<file path="config.mk">
export PLATFORM = sky130hd
export DESIGN_NAME = regfile16_flags_flat
export DESIGN_NICKNAME = d
export VERILOG_FILES = /design/src/rtl/regfile16_flags_if.sv /design/src/rtl/regfile16_flags.sv /design/src/flat_wrapper.sv
export SDC_FILE = /design/constraint.sdc
export NUM_CORES = 1
export LEC_CHECK = 0
export CORE_UTILIZATION = 40
export CTS_BUF_LIST = sky130_fd_sc_hd__clkbuf_4 sky130_fd_sc_hd__clkbuf_8
export DETAILED_ROUTE_END_ITERATION = 12
export MAX_ROUTING_LAYER = met4
export PLACE_DENSITY_LB_ADDON = 0.1
export SLEW_MARGIN = 20
export SYNTH_ARGS = -nofsm -noshare
export SYNTH_HDL_FRONTEND = slang
export SYNTH_SLANG_ARGS = --single-unit
</file>
<file path="constraint.sdc">
create_clock -name clk -period 10.8 [get_ports clk]
set_clock_uncertainty 0.2 [all_clocks]
set_input_delay 2.16 -clock clk [delete_from_list [all_inputs] [get_ports clk]]
set_output_delay 2.16 -clock clk [all_outputs]
set_load 0.05 [all_outputs]
</file>
<file path="src/rtl/regfile16_flags_if.sv">
// Operand/write-back/flag bundle between the datapath control and the register file.
// The master drives requests; the slave (register file) returns operands and flags.
interface regfile16_flags_if #(
    parameter int DATA_WIDTH = 16,
    parameter int NUM_REGS   = 8
);
    localparam int ADDR_W = $clog2(NUM_REGS);

    logic                  read_enable;
    logic [ADDR_W-1:0]     read_addr1;
    logic [ADDR_W-1:0]     read_addr2;
    logic [DATA_WIDTH-1:0] read_data1;
    logic [DATA_WIDTH-1:0] read_data2;
    logic                  read_valid;

    logic                  write_enable;
    logic [ADDR_W-1:0]     write_addr;
    logic [DATA_WIDTH-1:0] write_data;

    logic                  flag_write;
    logic                  zero_in;
    logic                  overflow_in;
    logic                  carry_in;
    logic                  zero_flag;
    logic                  overflow_flag;
    logic                  carry_flag;

    modport master (
        output read_enable, read_addr1, read_addr2,
        output write_enable, write_addr, write_data,
        output flag_write, zero_in, overflow_in, carry_in,
        input  read_data1, read_data2, read_valid,
        input  zero_flag, overflow_flag, carry_flag
    );

    modport slave (
        input  read_enable, read_addr1, read_addr2,
        input  write_enable, write_addr, write_data,
        input  flag_write, zero_in, overflow_in, carry_in,
        output read_data1, read_data2, read_valid,
        output zero_flag, overflow_flag, carry_flag
    );
endinterface

</file>
<file path="src/rtl/regfile16_flags.sv">
// Eight-entry register file (r0 hardwired to zero) with two registered read ports,
// write-first bypass, and a 3-bit ALU status-flag register.
module regfile16_flags #(
    parameter int DATA_WIDTH = 16,
    parameter int NUM_REGS   = 8
) (
    input  logic                clk,
    input  logic                rst,
    regfile16_flags_if.slave    rf_bus
);
    localparam int ADDR_W = $clog2(NUM_REGS);

    // view[a] is the value a read of address a returns this cycle, bypass included.
    logic [DATA_WIDTH-1:0] view [0:NUM_REGS-1];

    assign view[0] = '0;

    generate
        for (genvar gi = 1; gi < NUM_REGS; gi++) begin : g_reg
            logic                  wr_hit;
            logic [DATA_WIDTH-1:0] data_q;
            logic [DATA_WIDTH-1:0] data_d;

            assign wr_hit = rf_bus.write_enable && (rf_bus.write_addr == ADDR_W'(gi));
            assign data_d = wr_hit ? rf_bus.write_data : data_q;

            always_ff @(posedge clk or posedge rst) begin
                if (rst) begin
                    data_q <= '0;
                end else begin
                    data_q <= data_d;
                end
            end

            assign view[gi] = data_d;
        end
    endgenerate

    logic [DATA_WIDTH-1:0] read_data1_q, read_data1_d;
    logic [DATA_WIDTH-1:0] read_data2_q, read_data2_d;
    logic                  read_valid_q, read_valid_d;
    logic [2:0]            flags_q, flags_d;

    always_comb begin
        read_data1_d = read_data1_q;
        read_data2_d = read_data2_q;
        read_valid_d = rf_bus.read_enable;
        if (rf_bus.read_enable) begin
            read_data1_d = view[rf_bus.read_addr1];
            read_data2_d = view[rf_bus.read_addr2];
        end
    end

    always_comb begin
        flags_d = flags_q;
        if (rf_bus.flag_write) begin
            flags_d = {rf_bus.zero_in, rf_bus.overflow_in, rf_bus.carry_in};
        end
    end

    always_ff @(posedge clk or posedge rst) begin
        if (rst) begin
            read_data1_q <= '0;
            read_data2_q <= '0;
            read_valid_q <= 1'b0;
            flags_q      <= 3'b000;
        end else begin
            read_data1_q <= read_data1_d;
            read_data2_q <= read_data2_d;
            read_valid_q <= read_valid_d;
            flags_q      <= flags_d;
        end
    end

    assign rf_bus.read_data1    = read_data1_q;
    assign rf_bus.read_data2    = read_data2_q;
    assign rf_bus.read_valid    = read_valid_q;
    assign rf_bus.zero_flag     = flags_q[2];
    assign rf_bus.overflow_flag = flags_q[1];
    assign rf_bus.carry_flag    = flags_q[0];
endmodule
</file>
<file path="src/flat_wrapper.sv">
// flat-port wrapper written by rule: the top's interface ports become plain ports
module regfile16_flags_flat 
#(
    parameter int DATA_WIDTH = 16,
    parameter int NUM_REGS   = 8
)
  (clk, rst, rf_bus_read_enable, rf_bus_read_addr1, rf_bus_read_addr2, rf_bus_write_enable, rf_bus_write_addr, rf_bus_write_data, rf_bus_flag_write, rf_bus_zero_in, rf_bus_overflow_in, rf_bus_carry_in, rf_bus_read_data1, rf_bus_read_data2, rf_bus_read_valid, rf_bus_zero_flag, rf_bus_overflow_flag, rf_bus_carry_flag);
  regfile16_flags_if #(.DATA_WIDTH(DATA_WIDTH), .NUM_REGS(NUM_REGS)) rf_bus_i ();
  input  logic clk;
  input  logic rst;
  input wire logic [$bits(rf_bus_i.read_enable)-1:0] rf_bus_read_enable;
  input wire logic [$bits(rf_bus_i.read_addr1)-1:0] rf_bus_read_addr1;
  input wire logic [$bits(rf_bus_i.read_addr2)-1:0] rf_bus_read_addr2;
  input wire logic [$bits(rf_bus_i.write_enable)-1:0] rf_bus_write_enable;
  input wire logic [$bits(rf_bus_i.write_addr)-1:0] rf_bus_write_addr;
  input wire logic [$bits(rf_bus_i.write_data)-1:0] rf_bus_write_data;
  input wire logic [$bits(rf_bus_i.flag_write)-1:0] rf_bus_flag_write;
  input wire logic [$bits(rf_bus_i.zero_in)-1:0] rf_bus_zero_in;
  input wire logic [$bits(rf_bus_i.overflow_in)-1:0] rf_bus_overflow_in;
  input wire logic [$bits(rf_bus_i.carry_in)-1:0] rf_bus_carry_in;
  output wire logic [$bits(rf_bus_i.read_data1)-1:0] rf_bus_read_data1;
  output wire logic [$bits(rf_bus_i.read_data2)-1:0] rf_bus_read_data2;
  output wire logic [$bits(rf_bus_i.read_valid)-1:0] rf_bus_read_valid;
  output wire logic [$bits(rf_bus_i.zero_flag)-1:0] rf_bus_zero_flag;
  output wire logic [$bits(rf_bus_i.overflow_flag)-1:0] rf_bus_overflow_flag;
  output wire logic [$bits(rf_bus_i.carry_flag)-1:0] rf_bus_carry_flag;
  assign rf_bus_i.read_enable = rf_bus_read_enable;
  assign rf_bus_i.read_addr1 = rf_bus_read_addr1;
  assign rf_bus_i.read_addr2 = rf_bus_read_addr2;
  assign rf_bus_i.write_enable = rf_bus_write_enable;
  assign rf_bus_i.write_addr = rf_bus_write_addr;
  assign rf_bus_i.write_data = rf_bus_write_data;
  assign rf_bus_i.flag_write = rf_bus_flag_write;
  assign rf_bus_i.zero_in = rf_bus_zero_in;
  assign rf_bus_i.overflow_in = rf_bus_overflow_in;
  assign rf_bus_i.carry_in = rf_bus_carry_in;
  assign rf_bus_read_data1 = rf_bus_i.read_data1;
  assign rf_bus_read_data2 = rf_bus_i.read_data2;
  assign rf_bus_read_valid = rf_bus_i.read_valid;
  assign rf_bus_zero_flag = rf_bus_i.zero_flag;
  assign rf_bus_overflow_flag = rf_bus_i.overflow_flag;
  assign rf_bus_carry_flag = rf_bus_i.carry_flag;
  regfile16_flags #(.DATA_WIDTH(DATA_WIDTH), .NUM_REGS(NUM_REGS)) u_core (.clk(clk), .rst(rst), .rf_bus(rf_bus_i));
endmodule
</file>
==> flow_metrics.env, run 1 <==
export IMPL_slew_headroom_pct=22.50
export IMPL_powerDensity_nw_per_um2=178.1
export IMPL_drt_iter0_drc=576
export IMPL_synth_warning_count=0
export IMPL_io_pins=69
export IMPL_htree_num_levels=4
export IMPL_worst_pin_slew_ps=1161
export IMPL_drcViolationCount=0
export IMPL_instances_no_fill=1159
export IMPL_required_ps=10960
export IMPL_avgRoutedWirePerCell_um=21.52
export IMPL_synth_top_area_share_pct=45.71
export IMPL_nets=915
export IMPL_p_leak_nw=4.368
export IMPL_final_area_um2=9268
export IMPL_rsz0062_at_grt="false"
export IMPL_hp_class="register to register"
export IMPL_synth_cell_types=45
export IMPL_cpLargestDelayFamily="simple AND/OR/NAND/NOR gates"
export IMPL_vias=6688
export IMPL_ys_flop_type="dfrtp_1"
export IMPL_path_buf_inv=1
export IMPL_core_um2=19650
export IMPL_min_period_ps=4964
export IMPL_cts_resized_gates=0
export IMPL_cp_max_fo=27
export IMPL_grtUsageTotal_pct=26.04
export IMPL_register_area_um2=3704
export IMPL_root_buffer="clkbuf_8"
export IMPL_postCtsSetupBuffers=0
export IMPL_cts_tree="built"
export IMPL_vdd_ir_drop_worst_uv=71.61
export IMPL_grt_pass1_vias=6784
export IMPL_grt_start_max_net_pins=83
export IMPL_n_fill_cell=1937
export IMPL_ys_ff_latch=148
export IMPL_drt_wl_total_um=24940
export IMPL_start_util_pct=41.22
export IMPL_post_route_period_util_pct=45.97
export IMPL_first_pass_iters=5
export IMPL_postSynthAreaPerCell_um2=9.355
export IMPL_antenna_cells=0
export IMPL_crit_slowest_cell="nand2_1"
export IMPL_vias_per_cell=5.770
export IMPL_synth_edff_count=0
export IMPL_clock_sinks=148
export IMPL_die_area_um2=20830
export IMPL_post_place_ws_ps=5268
export IMPL_fp_dieW_um=144.3
export IMPL_synth_area_top_cells="dfrtp_1, mux2i_1, nand2_1, mux2_2, nand3_1"
export IMPL_synth_largest_area_cell="dfrtp_1"
export IMPL_cts_made_buffers=17
export IMPL_setup_tns_ps=0
export IMPL_overflow=0
export IMPL_crit_type="input pin to register"
export IMPL_rows=51
export IMPL_status="completed"
export IMPL_layout_setup_ws_ps=5836
export IMPL_clock_path_buffers=2
export IMPL_arrival_ps=5120
export IMPL_path_cells="clkdlybuf4s50_1, nand4b_2, nand2_1, o32a_1, a221oi_1, o32ai_1"
export IMPL_antenna_left=0
export IMPL_hold_buffers=0
export IMPL_drive_above_1_share_pct=9.732
export IMPL_cts_clk_slew_worst_paths_ps=80
export IMPL_synthArstFlopShare_pct=100.0
export IMPL_synthCells=866
export IMPL_synth_seq_area_share_pct=45.71
export IMPL_drv_cap=0
export IMPL_synth_most_common_cell="dfrtp_1"
export IMPL_end_kind="register"
export IMPL_fmax_ghz=0.2014
export IMPL_syn2layout_area_growth_pct=14.39
export IMPL_multi_input_area_um2=3749
export IMPL_finalPower_mw=1.650
export IMPL_drv_slew=0
export IMPL_port_buffers=68
export IMPL_antenna_found_initial=0
export IMPL_hold_viol_final=0
export IMPL_netlist_area_um2=8102
export IMPL_finalSetupViolCount=0
export IMPL_grt_pass1_wl_um=38880
export IMPL_max_stage_delay_ps=840
export IMPL_crit_path_start_kind="input pin"
export IMPL_gp_congestion=0.8146
export IMPL_dp_cells=1127
export IMPL_clock_latency_ps=460
export IMPL_place_area_um2=8826
export IMPL_rrSetupSlack_ps=9250
export IMPL_synth_commonest_cells="dfrtp_1, nand2_1, inv_1, mux2i_1, nand3_1"
export IMPL_dp_hpwl_um=15090
export IMPL_synth_nets=899
export IMPL_die_height_um=144.3
## metal layers
layer | routed length, µm | up-vias | share of wire, % | global-route usage (%)
met1 | 11630 | 3313 | 47 | 35.51
met2 | 11270 | 265 | 45 | 38.36
met4 | 679 | 0 | 2.7 | 9.917
met5 | 0 | - | 0 | -
li1 | - | 3057 | - | -
met3 | 1354 | 53 | 5.4 | 4.669
## final cells by class
type / instances / area share [%]
clock buffer: 18 / 2.606
clock inverter: 13 / 1.971
inverter: 81 / 3.335
multi-input combinational: 557 / 40.45
sequential: 148 / 39.96
tap: 265 / 3.578
timing repair buffer: 77 / 8.100
## path summary, 6_finish.rpt
| path | startpoint | depth (start not counted) | endpoint |
|---|---|---|---|
| max | rf_bus_write_addr[1] | 6 | u_core.rf_bus.read_data1[10] |
| min | u_core.g_reg[4].data_q[8] | 2 | u_core.g_reg[4].data_q[8] |
| max reg2reg | u_core.g_reg[5].data_q[11] | 4 | u_core.rf_bus.read_data1[11] |
| min reg2reg | u_core.g_reg[4].data_q[8] | 2 | u_core.g_reg[4].data_q[8] |
| max in group asynchronous | rst | 3 | u_core.g_reg[3].data_q[12] |
| min in group asynchronous | rst | 2 | u_core.g_reg[6].data_q[13] |
## layout by cell type (no fill, tap or decap), types with 20 or more instances in the layout
master	n
dfrtp_1	148
nand2_1	135
inv_1	79
clkdlybuf4s50_1	67
mux2i_1	65
nand3_1	62
a22oi_1	32
a21oi_1	32
mux2_2	30
nand2b_1	23
o32a_1	22
a31oi_1	21
a21o_1	20
o31a_1	20
## registers in the layout, summed over array words and instances, names as in the netlist
register	cells
u_core.rf_bus.read_data1	16
u_core.rf_bus.read_data2	16
u_core.flags_q	3
u_core.rf_bus.read_valid	1
u_core.g.data_q	112
## kinds of logic after synthesis
| logic type | count (synthesis) | synth area share (%) |
|---|---|---|
| and+or+nand+nor | 266 | 16.14 |
| AOI/OAI and AO/OA | 193 | 17.30 |
| buffers and inverters | 161 | 8.324 |
| DFF | 148 | 45.71 |
| muxes | 95 | 12.20 |
| xor gates and xnor gates | 3 | 0.3244 |
## stage by stage
step	util [%]	hold slack, ps
after floorplan	-	256.5
after detailed placement	44.91	286.1
final	47.15	307.6
after global routing	47.15	333.5
after CTS	47.07	309.7
after global placement	44.89	278.8
## worst min-delay path, stage by stage (launching register included)
cell and delay, ps:
dfrtp_1 330, mux2i_1 90, inv_1 60
## where the power goes
group          internal, mW  leakage, nW  switching (mW)  total, mW
sequential            0.665         1.80          0.0515      0.716
combinational         0.169         2.37           0.289      0.458
clock                 0.252        0.204           0.223      0.476
(Power assumes the default switching activity.)
==> inputs of run 2 (changes only) <==
==> constraint.sdc (replaced) <==
create_clock -name clk -period 4.6 [get_ports clk]
set_clock_uncertainty 0.2 [all_clocks]
set_input_delay 0.92 -clock clk [delete_from_list [all_inputs] [get_ports clk]]
set_output_delay 0.92 -clock clk [all_outputs]
set_load 0.05 [all_outputs]
==> flow_metrics.env, run 2 (same netlist as run 1, synthesis figures left out) <==
export IMPL_cts_resized_gates=0
export IMPL_root_buffer="clkbuf_8"
export IMPL_regMostFlops="u_core.g.data_q"
export IMPL_postCtsSetupBuffers=0
export IMPL_drive_above_1_share_pct=10.78
export IMPL_final_cell_mix="dfrtp_1, nand2_1, inv_1"
export IMPL_hold_viol_final=0
export IMPL_wl_met3_um=1623
export IMPL_clock_latency_ps=460
export IMPL_rsz0062_at_grt="false"
export IMPL_antenna_cells=0
export IMPL_max_stage_delay_ps=1100
export IMPL_vdd_ir_drop_worst_uv=177.6
export IMPL_crit_slowest_cell="and4bb_2"
export IMPL_path_buf_inv=1
export IMPL_rows=51
export IMPL_min_period_ps=3425
export IMPL_die_height_um=144.3
export IMPL_arrival_ps=3530
export IMPL_fp_dieW_um=144.3
export IMPL_avgRoutedWirePerCell_um=21.81
export IMPL_overflow=0
export IMPL_antenna_left=0
export IMPL_vias=6916
export IMPL_cts_clk_slew_worst_paths_ps=80
export IMPL_nets=930
export IMPL_cpLargestDelayFamily="simple AND/OR/NAND/NOR gates"
export IMPL_vias_per_cell=5.891
export IMPL_core_um2=19650
export IMPL_post_route_period_util_pct=74.46
export IMPL_crit_path_start_kind="input pin"
export IMPL_setup_tns_ps=0
export IMPL_drcViolationCount=0
export IMPL_fmax_ghz=0.2920
export IMPL_wl_met2_um=11820
export IMPL_finalSetupViolCount=0
export IMPL_syn2layout_area_growth_pct=15.81
export IMPL_end_kind="register"
export IMPL_drt_iter0_drc=711
export IMPL_dp_hpwl_um=16330
export IMPL_drv_cap=0
export IMPL_cts_made_buffers=17
export IMPL_drv_slew=0
export IMPL_slew_headroom_pct=30.64
export IMPL_port_buffers=68
export IMPL_n_fill_cell=1887
export IMPL_register_area_um2=3704
export IMPL_crit_type="input pin to register"
export IMPL_highest_layer="met4"
export IMPL_path_cells="clkdlybuf4s50_1, and4bb_2, mux2i_1, o21a_1, a2bb2oi_1, o22ai_1"
export IMPL_start_util_pct=41.22
export IMPL_antenna_found_initial=0
export IMPL_clock_path_buffers=2
export IMPL_final_common_cell="dfrtp_1"
export IMPL_gp_congestion=0.8638
export IMPL_grt_pass1_vias=6703
export IMPL_multi_input_area_um2=3729
export IMPL_io_pins=69
export IMPL_hold_ws_ps=303.0
export IMPL_powerDensity_nw_per_um2=415.1
export IMPL_largest_reg_flops=112
export IMPL_grt_pass1_wl_um=39630
export IMPL_htree_num_levels=4
export IMPL_clock_sinks=148
export IMPL_required_ps=4710
export IMPL_cp_max_fo=38
export IMPL_hp_class="register to register"
export IMPL_first_pass_iters=5
export IMPL_worst_pin_slew_ps=1040
export IMPL_die_area_um2=20830
export IMPL_drt_wl_total_um=25610
export IMPL_wl_met1_um=11570
export IMPL_hold_buffers=0
export IMPL_p_leak_nw=4.450
export IMPL_grt_start_max_net_pins=85
export IMPL_grtUsageTotal_pct=26.59
export IMPL_cts_tree="built"
export IMPL_status="completed"
==> run 2: cell count changes in the layout (fill, tap and decap cells not counted), moves of 3 or more <==
cell | previous run | this run
nor2_1 | 0 | 4
nor2_2 | 4 | 0
clkinv_4 | 1 | 4
buf_4 | 7 | 22
==> run 2: layout make-up <==
type                            instances  area share (%)
Tap cell                              265           3.534
Sequential cell                       148           39.47
Clock buffer                           19           2.654
Inverter                               81           3.280
Clock inverter                         12           1.934
Timing Repair Buffer                   92           9.388
Multi-Input combinational cell        557           39.74
==> run 2: routing by layer <==
layer,GRT usage (%),vias up
met5,-,-
met4,9.584,0
met3,4.106,54
met2,39.80,315
met1,36.43,3455
li1,-,3092
==> run 2: worst register-to-register path, stage by stage (launching register included) <==
cell and delay (ps):
dfrtp_1 400, o32a_1 350, a221oi_1 340, o32ai_1 150
==> run 2: final timing paths <==
kind                       slack (ps)                      endpoint  cells after the start                        from
max in group asynchronous        2800     u_core.g_reg[4].data_q[6]                      3                         rst
setup / recovery                 1170  u_core.rf_bus.read_data1[11]                      6        rf_bus_write_addr[1]
setup reg to reg                 3010  u_core.rf_bus.read_data2[10]                      3  u_core.g_reg[1].data_q[10]
min in group asynchronous         600    u_core.g_reg[6].data_q[14]                      2                         rst
hold / removal                    300    u_core.g_reg[1].data_q[15]                      2  u_core.g_reg[1].data_q[15]
hold reg to reg                   300    u_core.g_reg[1].data_q[15]                      2  u_core.g_reg[1].data_q[15]
==> run 2: per-stage QoR <==
step | power [mW] | instances | setup WS (ps) | utilization [%] | cell area, µm²
floorplan | 2.437 | 866 | 1619 | - | 8105
global placement | 2.767 | 1143 | 806.7 | 45.55 | 8952
detailed placement | 2.796 | 1143 | 711.2 | 45.55 | 8952
CTS | 3.917 | 1174 | 1237 | 47.74 | 9383
global route | 4.095 | 1174 | 1028 | 47.74 | 9383
finish | 3.895 | 1174 | 1175 | 47.74 | 9383
==> run 2: power by group <==
group	internal [mW]	leakage (nW)	switching [mW]
registers	1.56	1.80	0.126
logic	0.405	2.44	0.690
clock network	0.603	0.217	0.510
==> inputs of run 3 (changes only) <==
==> constraint.sdc (replaced) <==
create_clock -name clk -period 2.9 [get_ports clk]
set_clock_uncertainty 0.2 [all_clocks]
set_input_delay 0.58 -clock clk [delete_from_list [all_inputs] [get_ports clk]]
set_output_delay 0.58 -clock clk [all_outputs]
set_load 0.05 [all_outputs]
==> flow_metrics.env, run 3 (same netlist as run 1, synthesis figures left out) <==
export IMPL_status="completed"
export IMPL_post_route_period_util_pct=87.19
export IMPL_nets=966
export IMPL_crit_slowest_cell="clkdlybuf4s50_1"
export IMPL_end_kind="output pin"
export IMPL_dp_hpwl_um=17390
export IMPL_fmax_ghz=0.3955
export IMPL_largest_reg_flops=112
export IMPL_rsz0062_at_grt="false"
export IMPL_crit_path_start_kind="register"
export IMPL_io_pins=69
export IMPL_final_common_cell="dfrtp_1"
export IMPL_vdd_ir_drop_worst_uv=332.4
export IMPL_hold_viol_final=0
export IMPL_hp_start="u_core.g_reg[1].data_q[15]"
export IMPL_crit_type="register to output pin"
export IMPL_root_buffer="clkbuf_8"
export IMPL_antenna_cells=0
export IMPL_drt_iter0_drc=755
export IMPL_postCtsSetupBuffers=0
export IMPL_max_stage_delay_ps=840
export IMPL_antenna_left=0
export IMPL_overflow=0
export IMPL_vias_per_cell=5.650
export IMPL_first_pass_iters=5
export IMPL_arrival_ps=1750
export IMPL_cts_clk_slew_worst_paths_ps=80
export IMPL_met3_usage_pct=4.272
export IMPL_cpLargestDelayFamily="buffers and inverters"
export IMPL_cts_tree="built"
export IMPL_regMostFlops="u_core.g.data_q"
export IMPL_drive_above_1_share_pct=14.18
export IMPL_dp_cells=1179
export IMPL_core_um2=19650
export IMPL_antenna_found_initial=0
export IMPL_clock_sinks=148
export IMPL_hp_class="register to register"
export IMPL_clock_latency_ps=460
export IMPL_n_fill_cell=1891
export IMPL_register_area_um2=3704
export IMPL_drv_cap=0
export IMPL_clock_path_buffers=2
export IMPL_drt_wl_total_um=25450
export IMPL_grtUsageTotal_pct=26.44
export IMPL_gp_congestion=0.8395
export IMPL_grt_pass1_vias=6696
export IMPL_rows=51
export IMPL_finalSetupViolCount=0
export IMPL_powerDensity_nw_per_um2=635.8
export IMPL_path_buf_inv=1
export IMPL_instances_no_fill=1210
export IMPL_r2r_start="u_core.g_reg[1].data_q[10]"
export IMPL_avgRoutedWirePerCell_um=21.03
export IMPL_cp_max_fo=2
export IMPL_vias=6837
export IMPL_drcViolationCount=0
export IMPL_die_area_um2=20830
export IMPL_multi_input_area_um2=3729
export IMPL_met2_usage_pct=39.65
export IMPL_hold_buffers=0
export IMPL_required_ps=2120
export IMPL_grt_busiest_layer="met2"
export IMPL_final_cell_mix="dfrtp_1, nand2_1, inv_1"
export IMPL_start_util_pct=41.22
export IMPL_grt_start_max_net_pins=110
export IMPL_syn2layout_area_growth_pct=19.68
export IMPL_fp_dieW_um=144.3
export IMPL_port_buffers=68
export IMPL_hold_ws_ps=309.8
export IMPL_critical_path_startpoint="u_core.rf_bus.read_data2[5]"
export IMPL_p_leak_nw=4.623
export IMPL_min_period_ps=2529
export IMPL_worst_pin_slew_ps=621.3
export IMPL_die_height_um=144.3
export IMPL_slew_headroom_pct=58.58
export IMPL_drv_slew=0
export IMPL_path_cells="clkdlybuf4s50_1"
export IMPL_finalPower_mw=6.165
export IMPL_htree_num_levels=4
export IMPL_cts_made_buffers=17
export IMPL_cts_resized_gates=0
export IMPL_grt_pass1_wl_um=39430
export IMPL_met1_usage_pct=36.97
## run 3: cell types whose count changed in the layout (fill, tap and decap cells not counted), sizes merged
cell | before | now
buf | 25 | 61
bufinv | 4 | 3
clkinv | 7 | 4
clkinvlp | 2 | 6
## run 3: metal layers
metal  part of all wire (%)  wire [µm]
met1                     48      12340
met2                     46      11610
met3                    4.7       1193
met4                    1.2        310
met5                      0          0
## run 3: per-stage QoR
step | TNS, ps | area, µm² | setup slack [ps] | utilization, %
global placement | -2.541 | 9285 | -2.541 | 47.24
global route | 0 | 9696 | 335.6 | 49.33
CTS | 0 | 9696 | 361.6 | 49.33
floorplan | 0 | 8105 | 259.0 | -
finish | 0 | 9696 | 371.4 | 49.33
detailed placement | -55.35 | 9285 | -55.35 | 47.24
## run 3: path summary, 6_finish.rpt
check                                          endpoint  slack (ps)  depth (start not counted)
min reg2reg                  u_core.g_reg[1].data_q[15]         310                          2
max in group asynchronous     u_core.g_reg[2].data_q[5]        1580                          3
max                                rf_bus_read_data2[5]         370                          1
min in group asynchronous     u_core.g_reg[7].data_q[9]         450                          3
min                          u_core.g_reg[1].data_q[15]         310                          2
max reg2reg                u_core.rf_bus.read_data2[10]        1280                          3
## run 3: worst reg2reg max path, delay by kind of cell, from the launching register on
| kind | cells | cell delay [ps] |
|---|---|---|
| AO/OA/AOI/OAI | 3 | 870 |
| flip-flops | 1 | 410 |
## run 3: layout make-up
| cell class | count | share of cell area [%] |
|---|---|---|
| Clock buffer | 19 | 2.633 |
| Sequential cell | 148 | 38.20 |
| Clock inverter | 12 | 1.600 |
| Tap cell | 265 | 3.420 |
| Multi-Input combinational cell | 557 | 38.46 |
| Inverter | 81 | 3.175 |
| Timing Repair Buffer | 128 | 12.52 |
## run 3: power breakdown
group / switching, mW / internal [mW]
sequential: 0.199 / 2.48
combinational: 1.10 / 0.676
clock: 0.840 / 0.878
